<file path="src/rtl/uart_tx_sched.sv">
// Round-robin two-port byte scheduler feeding a shared TX FIFO,
// sequencing a start/busy style UART transmitter one byte at a time.
module uart_tx_sched #(
    parameter int DEPTH = 16,
    parameter int AW    = 4,
    parameter int GUARD = 2
) (
    input  logic          clk,
    input  logic          resetn,
    input  logic          req0_valid,
    input  logic [7:0]    req0_data,
    output logic          req0_ready,
    input  logic          req1_valid,
    input  logic [7:0]    req1_data,
    output logic          req1_ready,
    input  logic          flush,
    input  logic          tx_busy,
    output logic          tx_start,
    output logic [7:0]    tx_data,
    output logic [AW:0]   fifo_count,
    output logic          fifo_empty,
    output logic          fifo_full
);

    localparam int CW = (GUARD > 1) ? $clog2(GUARD) : 1;

    typedef enum logic [1:0] {
        IDLE,
        SETTLE,
        DRAIN
    } state_t;

    state_t        state_q, state_d;
    logic [CW-1:0] cnt_q, cnt_d;
    logic          start_q, start_d;
    logic [7:0]    data_q, data_d;
    logic [AW:0]   count_q, count_d;
    logic [AW-1:0] rd_ptr_q, rd_ptr_d;
    logic [AW-1:0] wr_ptr_q, wr_ptr_d;
    logic          last_q, last_d;
    logic [7:0]    mem_q [DEPTH];

    logic          grant0, grant1;
    logic          push0, push1, push, pop;
    logic [7:0]    wdata;

    assign fifo_full  = (count_q == (AW+1)'(DEPTH));
    assign fifo_empty = (count_q == '0);
    assign fifo_count = count_q;
    assign tx_start   = start_q;
    assign tx_data    = data_q;

    // last_q high means port 1 won the previous transfer
    assign grant0 = req0_valid & (~req1_valid | last_q);
    assign grant1 = req1_valid & (~req0_valid | ~last_q);

    assign req0_ready = grant0 & ~fifo_full & ~flush;
    assign req1_ready = grant1 & ~fifo_full & ~flush;

    assign push0 = req0_valid & req0_ready;
    assign push1 = req1_valid & req1_ready;
    assign push  = push0 | push1;
    assign wdata = push1 ? req1_data : req0_data;

    always_comb begin
        state_d = state_q;
        cnt_d   = cnt_q;
        start_d = 1'b0;
        pop     = 1'b0;
        unique case (state_q)
            IDLE: begin
                if (!fifo_empty && !tx_busy) begin
                    pop     = 1'b1;
                    start_d = 1'b1;
                    cnt_d   = CW'(GUARD - 1);
                    state_d = SETTLE;
                end
            end
            SETTLE: begin
                if (cnt_q == '0) begin
                    state_d = DRAIN;
                end else begin
                    cnt_d = cnt_q - 1'b1;
                end
            end
            DRAIN: begin
                if (!tx_busy) begin
                    state_d = IDLE;
                end
            end
            default: state_d = IDLE;
        endcase
    end

    // flush only empties the queue; a byte already launched runs to completion
    always_comb begin
        data_d   = pop ? mem_q[rd_ptr_q] : data_q;
        last_d   = push ? push1 : last_q;
        wr_ptr_d = wr_ptr_q + AW'(push);
        rd_ptr_d = rd_ptr_q + AW'(pop);
        count_d  = count_q + (AW+1)'(push) - (AW+1)'(pop);
        if (flush) begin
            wr_ptr_d = '0;
            rd_ptr_d = '0;
            count_d  = '0;
        end
    end

    always_ff @(posedge clk or negedge resetn) begin
        if (!resetn) begin
            state_q  <= IDLE;
            cnt_q    <= '0;
            start_q  <= 1'b0;
            data_q   <= '0;
            count_q  <= '0;
            rd_ptr_q <= '0;
            wr_ptr_q <= '0;
            last_q   <= 1'b1;
        end else begin
            state_q  <= state_d;
            cnt_q    <= cnt_d;
            start_q  <= start_d;
            data_q   <= data_d;
            count_q  <= count_d;
            rd_ptr_q <= rd_ptr_d;
            wr_ptr_q <= wr_ptr_d;
            last_q   <= last_d;
        end
    end

    always_ff @(posedge clk) begin
        if (push) begin
            mem_q[wr_ptr_q] <= wdata;
        end
    end

endmodule

</file>
<file path="config.mk">
export PLATFORM = sky130hd
export DESIGN_NAME = uart_tx_sched
export DESIGN_NICKNAME = d
export VERILOG_FILES = /design/src/rtl/uart_tx_sched.sv
export SDC_FILE = /design/constraint.sdc
export NUM_CORES = 1
export LEC_CHECK = 0
export BUFFER_PORTS_ARGS = -buffer_cell sky130_fd_sc_hd__buf_2
export CORE_UTILIZATION = 28
export DETAILED_ROUTE_END_ITERATION = 8
export PLACE_DENSITY = 0.4
export SYNTH_ARGS = -nofsm -noshare
export SYNTH_HDL_FRONTEND = slang
export SYNTH_SLANG_ARGS = --single-unit
</file>
<file path="constraint.sdc">
create_clock -name clk -period 3.6 [get_ports clk]
set_input_delay 1.08 -clock clk [delete_from_list [all_inputs] [get_ports clk]]
set_output_delay 1.08 -clock clk [all_outputs]
set_load 0.02 [all_outputs]
</file>
==> results_dict.tcl, run 1 <==
set metrics [dict create \
    grt_usage 0.135 \
    drv_cap 0 \
    ys_types 38 \
    antenna_found_initial 0 \
    post-route-worst-setup-slack_ns 0.351 \
    viasPerCell 4.59 \
    cts_resized 0 \
    vdd_drop_max_mv 0.307 \
    final_nets 426 \
    synth_ff_type "edfxtp_1" \
    hold_buffers 0 \
    wire_per_inst_um 20.5 \
    drv_slew 0 \
    final_cell_area_um2 7480 \
    via_count 3149 \
    cp_max_fo 4 \
    fin_cells 686 \
    die_area_um2 22900 \
    cts_buffers 17 \
    crit_path_start_kind "flop" \
    dp.cells 654 \
    finClkSkew_ns 0.0133 \
    grt-ovfl-total 0 \
    io_buffers 39 \
    dp_hpwl_mm 9.07 \
    num_antenna_cells 0 \
    synth_top_area_cell "edfxtp_1" \
    power_density_nw_per_um2 713 \
    cpPeakStageDelay_ns 0.55 \
    syn_to_final_growth_pct 20.0 \
    pre_cts_ws_ns 0.344 \
    netlist_instances 330 \
    arrival_ns 2.17 \
    clkLatencyLatePin_ns 0.43 \
    path_clk_slew_ns 0.06 \
    grt_pass1_wl_mm 21.2 \
    synth_area_um2 6230 \
    cts_setup_buffers 0 \
    synth_seq_cells 154 \
    route.detailed.drc 0 \
    p_int_mw 3.75 \
    cts_max_level 4 \
    syn_nets 363 \
    comb_power_share 0.234 \
    synth-seq-area-share 0.721 \
    fin_crit_ns 3.25 \
    min_period_over_period 0.902 \
    dpl_cell_area_um2 6870 \
    finalSetupViolations 0 \
    holdCritPathClass "reg -> reg" \
    switching_power_mw 1.58 \
    cts_sinks 154 \
    cpMaxStageDelayCell "a2111oi_0" \
    drive_above_1_share 0.342 \
    drt_wl_total_mm 14.0 \
    cts_root_buf "clkbuf_16" \
    grt_max_degree 35 \
    hold_violations 0 \
    leakage_nw 2.55 \
    io_pins 40 \
    max_freq_ghz 0.308 \
    status "completed" \
    rsz0062_at_grt "no" \
    die_h_um 151 \
    fin_tns_setup_ns 0 \
    cts_max_path_buffers 2 \
    end_kind "output pin" \
    tightest_slew_ns 0.694 \
    first_pass_iters 4 \
    die_x_um 151 \
    ant_nets 0 \
    rows 54 \
    swShare 0.296 \
    synth.avg_cell_area_um2 18.9 \
    slew_headroom 0.537 \
    gp_congestion 0.691 \
    p_clk_frac 0.341 \
    grt_pass1_vias 3359 \
    synth-warning-count 0 \
    async_flop_share 0.169 \
    synth_top_area_frac 0.617 \
    p_seq_frac 0.425 \
    n_fill_cell 2089 \
    coreArea_um2 21800 \
    cts_tree "built" \
    worst-setup-path-type "reg -> out" \
    synth_area_leaders "edfxtp_1 (62%), mux4_2 (12%), dfrtp_1 (10%), ha_1 (2.0%), nor2_1 (1.6%)" \
    cp.required_ns 2.52 \
    synth_edf_count 128 \
    drtIter0Drc 167 \
    start_util 0.286 \
    crit_chain "inv_1 > ha_1 > and4bb_4 > a2111oi_0 > buf_2" \
]
==> cells in the mapped netlist (all sizes together), types with 7 or more instances <==
cell      n
buf      12
dfrtp    25
mux2      8
ha       10
edfxtp  128
a221oi    8
mux4     32
nor2b     7
mux2i     8
nor2     26
inv      12
o22ai     8
==> cell families (layout without fill, tap and decap cells) <==
logic type,after synthesis,count (layout),synth area share
flops,154,154,0.721
simple gates,57,57,0.0478
mux,48,48,0.143
compound gates,27,27,0.0367
buf+inv,27,103,0.0195
fa+ha+maj,11,11,0.0233
xor+xnor,6,6,0.00843
==> power groups by stage <==
stage / logic, mW / registers, mW / clock network [mW]
final: 1.25 / 2.27 / 1.82
after floorplan: 0.857 / 2.32 / 0
after CTS: 1.29 / 2.28 / 1.87
after global placement: 1.27 / 2.32 / 0
after detailed placement: 1.29 / 2.31 / 0
after global routing: 1.39 / 2.29 / 1.93
==> sequential cells by signal (all words and copies together), names as in the netlist <==
name,cells
cnt_q,1
last_q,1
rd_ptr_q,4
fifo_count,5
mem_q,128
state_q,2
tx_data,8
wr_ptr_q,4
tx_start,1
==> per-layer routing <==
metal | GRT usage | share of wire
met1 | 0.171 | 0.45
met2 | 0.225 | 0.50
met3 | 0.0328 | 0.037
met4 | 0.0485 | 0.013
met5 | 0 | 0
==> layout by cell type (no fill, tap or decap), types with 2 or more instances in the layout <==
cell type   netlist  layout
nand2b_1          4       4
nor2b_1           7       7
inv_6             0       4
o21bai_1          3       3
a21o_1            2       2
o22ai_1           8       8
buf_2             7      39
nand3_1           4       4
bufinv_16         0       2
dfrtp_1          25      24
mux4_2           32      32
mux2i_1           8       8
inv_1            12      12
xnor2_1           3       3
clkinv_4          0       2
nand3b_1          3       3
buf_4             3      19
edfxtp_1        128     128
ha_1             10      10
nor2_1           26      26
xor2_1            3       3
clkbuf_16         0      17
clkinvlp_4        0       3
mux2_2            8       8
nor3_1            5       5
a221oi_1          8       8
inv_8             0       4
a21oi_1           2       2
==> critical path: cells and delay by family (launching register included) <==
kind	cells	cell delay [ns]
and+or+nand+nor	1	0.25
AOI/OAI and AO/OA	1	0.55
adders and majority gates	1	0.23
buffers and inverters	2	0.35
DFF	1	0.37
==> final cells by class <==
| cell class | instances | area (um^2) | area share |
|---|---|---|---|
| sequential | 154 | 4500 | 0.601 |
| timing repair buffer | 59 | 358 | 0.0479 |
| clock inverter | 15 | 180 | 0.0241 |
| inverter | 12 | 45.0 | 0.00602 |
| multi-input combinational | 149 | 1620 | 0.217 |
| tap | 280 | 350 | 0.0469 |
| clock buffer | 17 | 425 | 0.0569 |
==> worst paths after layout <==
check                                   startpoint                 endpoint  slack [ns]  cells after the start
max                        fifo_count[2]$_DFF_PN0_               req0_ready        0.35                      5
min reg2reg                      cnt_q$_DFFE_PN0P_   state_q[1]$_DFFE_PN0P_        0.49                      1
max reg2reg                fifo_count[2]$_DFF_PN0_  fifo_count[4]$_DFF_PN0_        0.72                     14
min in group asynchronous                   resetn  fifo_count[2]$_DFF_PN0_        0.70                      1
min                              cnt_q$_DFFE_PN0P_   state_q[1]$_DFFE_PN0P_        0.49                      1
max in group asynchronous                   resetn    rd_ptr_q[0]$_DFF_PN0_        2.42                      1
==> metrics by stage <==
step | util | hold slack, ns | power, mW
final | 0.343 | 0.485 | 5.33
after global placement | 0.315 | 0.478 | 3.59
after floorplan | - | 0.459 | 3.17
after detailed placement | 0.315 | 0.483 | 3.60
after CTS | 0.343 | 0.492 | 5.44
after global routing | 0.343 | 0.505 | 5.62
Power figures use the tool's default switching activity.
==> inputs of run 2 (changes only) <==
- GPL_TIMING_DRIVEN: default -> 0
==> results_dict.tcl, run 2 (same netlist as run 1, synthesis figures left out) <==
set metrics [dict create \
    status "completed" \
    cts_buffers 17 \
    r2r_slack_ns 0.38 \
    min_period_over_period 0.934 \
    io_buffers 39 \
    crit_chain "inv_1 > ha_1 > and4bb_4 > a2111oi_4 > buf_2" \
    hold_buffers 0 \
    dp_hpwl_mm 9.30 \
    antenna_found_initial 0 \
    grt_usage 0.133 \
    coreArea_um2 21800 \
    wire_per_inst_um 20.3 \
    drtIter0Drc 179 \
    final_nets 422 \
    holdCritPathClass "reg -> reg" \
    startpoint "fifo_count[2]$_DFF_PN0_" \
    worst-setup-path-type "reg -> out" \
    ant_nets 0 \
    final_cell_mix "edfxtp_1 (128), buf_2 (47), mux4_2 (32)" \
    cts_sinks 154 \
    power_density_nw_per_um2 710 \
    r2r-start "fifo_count[2]$_DFF_PN0_" \
    cp_max_fo 10 \
    end_kind "output pin" \
    crit_path_start_kind "flop" \
    hold_violations 0 \
    gp_congestion 0.717 \
    viasPerCell 4.60 \
    die_x_um 151 \
    arrival_ns 2.28 \
    rsz0062_at_grt "no" \
    finalSetupViolations 0 \
    route.met2.wl_mm 7.26 \
    syn_to_final_growth_pct 18.2 \
    post-route-worst-setup-slack_ns 0.238 \
    pre_cts_ws_ns -0.130 \
    cpPeakStageDelay_ns 0.69 \
    via_count 3138 \
    first_pass_iters 4 \
    holdWs_ns 0.499 \
    met1Wirelength_mm 6.12 \
    slew_headroom 0.303 \
    die_area_um2 22900 \
    grt_max_degree 27 \
    wl_met3_um 406 \
    hold_start "cnt_q$_DFFE_PN0P_" \
    rows 54 \
    start_util 0.286 \
    grt_pass1_vias 3387 \
    power_mw 5.23 \
    drv_cap 0 \
    tightest_slew_ns 1.04 \
    fin_crit_ns 3.36 \
    drv_slew 0 \
    dr.max_layer_used "met4" \
    cpMaxStageDelayCell "a2111oi_4" \
    cts_max_path_buffers 2 \
    grt_pass1_wl_mm 21.1 \
    path_clk_slew_ns 0.06 \
    cts_root_buf "clkbuf_16" \
    layout_commonest_cell "edfxtp_1" \
    grt-ovfl-total 0 \
    io_pins 40 \
    die_h_um 151 \
    cp.required_ns 2.52 \
    route.detailed.drc 0 \
    max_freq_ghz 0.297 \
    num_antenna_cells 0 \
    largest_reg_flops 128 \
    clkLatencyLatePin_ns 0.42 \
    leakage_nw 2.49 \
    largest_register "mem_q" \
    cts_tree "built" \
    drive_above_1_share 0.318 \
    finClkSkew_ns 0.0110 \
    cts_max_level 4 \
    vdd_drop_max_mv 0.198 \
    drt_wl_total_mm 13.9 \
]
run 2: path summary, 6_finish.rpt:
path	to	depth (start not counted)
worst max-delay path	req1_ready	5
worst min-delay path	state_q[1]$_DFFE_PN0P_	1
worst max register to register	fifo_count[4]$_DFF_PN0_	15
worst min register to register	state_q[1]$_DFFE_PN0P_	1
max in group asynchronous	tx_data[2]$_DFFE_PN0P_	1
min in group asynchronous	fifo_count[4]$_DFF_PN0_	1
run 2: area by class of cell:
class,instances,area (um^2)
fillers,2099,14500
flip-flops and latches,154,4500
multi-input cells,149,1640
clock buffers,20,437
well taps,280,350
repair buffers,40,200
clock inverters,12,126
plain buffers,15,76.3
inverters,12,45.0
run 2: timing repair:
item,in CTS,in global routing
endpoints found under the setup margin,0,1
buffers inserted,0,0
resized for setup,0,1
run 2: per-stage QoR:
| stage | cells | setup TNS, ns | util | cell area, um^2 |
|---|---|---|---|---|
| after floorplan | 330 | 0 | - | 6230 |
| final | 682 | 0 | 0.338 | 7370 |
| after global routing | 682 | 0 | 0.338 | 7370 |
| after detailed placement | 650 | -0.130 | 0.311 | 6800 |
| after CTS | 682 | 0 | 0.337 | 7360 |
| after global placement | 649 | -2.60 | 0.311 | 6780 |
run 2: worst max-delay path: cells and delay by family, from the launching register on:
family	cells	cell delay, ns
AOI/OAI and AO/OA	1	0.69
and+or+nand+nor	1	0.24
adders and majority gates	1	0.21
buffers and inverters	2	0.36
DFF	1	0.37
run 2: per-layer routing:
layer,global-route usage,up-vias
met5,0,-
met4,0.0405,0
met3,0.0301,6
met2,0.225,52
met1,0.167,1653
li1,-,1427
run 2: power breakdown:
group / switching (mW) / leakage, nW / internal [mW] / total, mW
clock network: 0.698 / 0.263 / 1.02 / 1.71
registers: 0.110 / 1.48 / 2.12 / 2.23
logic: 0.708 / 0.747 / 0.576 / 1.28
total: 1.52 / 2.49 / 3.71 / 5.23
==> inputs of run 3 (changes only) <==
==> constraint.sdc (replaced) <==
create_clock -name clk -period 3.6 [get_ports clk]
set_input_delay 0.18 -clock clk [delete_from_list [all_inputs] [get_ports clk]]
set_output_delay 0.18 -clock clk [all_outputs]
set_load 0.02 [all_outputs]
==> results_dict.tcl, run 3 (same netlist as run 1, synthesis figures left out) <==
set metrics [dict create \
    start_util 0.286 \
    cts_buffers 17 \
    route.detailed.drc 0 \
    coreArea_um2 21800 \
    layout_commonest_cell "edfxtp_1" \
    finalSetupViolations 0 \
    grt_usage 0.133 \
    largest_reg_flops 128 \
    drt_wl_total_mm 13.9 \
    crit_path_start_kind "flop" \
    syn_to_final_growth_pct 18.4 \
    r2r-start "fifo_count[2]$_DFF_PN0_" \
    utilization 0.338 \
    fin_tns_setup_ns 0 \
    rsz0062_at_grt "no" \
    gp_congestion 0.717 \
    finClkSkew_ns 0.0103 \
    drtIter0Drc 203 \
    cp.required_ns 3.88 \
    startpoint "fifo_count[2]$_DFF_PN0_" \
    grt-ovfl-total 0 \
    clkLatencyLatePin_ns 0.42 \
    leakage_nw 2.49 \
    path_clk_slew_ns 0.06 \
    largest_register "mem_q" \
    cts_setup_buffers 0 \
    die_area_um2 22900 \
    die_h_um 151 \
    cts_root_buf "clkbuf_16" \
    dp.cells 650 \
    vdd_drop_max_mv 0.199 \
    via_count 3150 \
    dp_hpwl_mm 9.30 \
    wire_per_inst_um 20.3 \
    arrival_ns 3.51 \
    worst-setup-path-type "reg -> reg" \
    io_buffers 39 \
    final_cell_mix "edfxtp_1 (128), buf_2 (47), mux4_2 (32)" \
    fin_cells 683 \
    hold_depth 3 \
    hold_violations 0 \
    rr_worst_depth 15 \
    cts_max_path_buffers 2 \
    power_mw 5.23 \
    grt_pass1_wl_mm 21.1 \
    die_x_um 151 \
    grt_max_degree 27 \
    ant_nets 0 \
    first_pass_iters 4 \
    pre_cts_ws_ns 0.284 \
    rows 54 \
    holdCritPathClass "in -> reg" \
    io_pins 40 \
    drv_cap 0 \
    viasPerCell 4.61 \
    end_kind "flop" \
    drive_above_1_share 0.318 \
    max_freq_ghz 0.310 \
    tightest_slew_ns 0.969 \
    min_period_over_period 0.895 \
    hold_start "tx_busy" \
    grt_pass1_vias 3388 \
    final_nets 423 \
    slew_headroom 0.352 \
    power_density_nw_per_um2 709 \
    antenna_found_initial 0 \
    cts_tree "built" \
    cp_max_fo 12 \
    cts_max_level 4 \
    cts_sinks 154 \
    num_antenna_cells 0 \
    status "completed" \
    drv_slew 0 \
    post-route-worst-setup-slack_ns 0.376 \
    fin_crit_ns 3.22 \
]
run 3: path summary, 6_finish.rpt:
path | endpoint | slack (ns)
setup / recovery | fifo_count[4]$_DFF_PN0_ | 0.38
hold / removal | state_q[1]$_DFFE_PN0P_ | 0.02
setup reg to reg | fifo_count[4]$_DFF_PN0_ | 0.38
hold reg to reg | state_q[1]$_DFFE_PN0P_ | 0.50
max in group asynchronous | tx_data[2]$_DFFE_PN0P_ | 2.84
min in group asynchronous | fifo_count[4]$_DFF_PN0_ | 0.32
run 3: area by class of cell:
class,count,area [um^2]
fillers,2097,14400
clock buffers,20,437
clock inverters,12,126
inverters,12,45.0
repair buffers,41,210
flip-flops and latches,154,4500
well taps,280,350
multi-input cells,149,1640
plain buffers,15,76.3
run 3: worst max-delay path, stage by stage, from the launching register on:
cell and delay [ns]:
dfrtp_1 0.40, inv_1 0.09, ha_1 0.17, nor4b_1 0.45, nor4_2 0.08, buf_2 0.21, buf_2 0.24, ha_1 0.30
inv_1 0.06, ha_1 0.16, inv_1 0.05, fa_1 0.39, nor2b_1 0.18, o21bai_1 0.11, a21oi_1 0.16, nor3b_1 0.07
run 3: stage by stage:
stage               hold slack, ns  area, um^2
floorplan                   -0.116        6230
global placement             0.240        6780
CTS                        0.00530        7370
global route                0.0484        7380
finish                      0.0242        7380
detailed placement           0.248        6800
run 3: layer usage:
metal / share of wire / track usage
met4: 0.0072 / 0.0405
met2: 0.52 / 0.225
met3: 0.031 / 0.0301
met1: 0.44 / 0.168
met5: 0 / 0
run 3: what timing repair did:
| action | CTS | global route |
|---|---|---|
| endpoints found under the setup margin | 0 | 1 |
| endpoints found under the hold margin | 25 | 0 |
| gates resized for setup | 0 | 1 |
| hold buffers | 1 | 0 |
run 3: report_power, final:
group          internal (mW)  switching [mW]
clock                   1.02           0.699
combinational          0.577           0.712
sequential              2.12           0.110
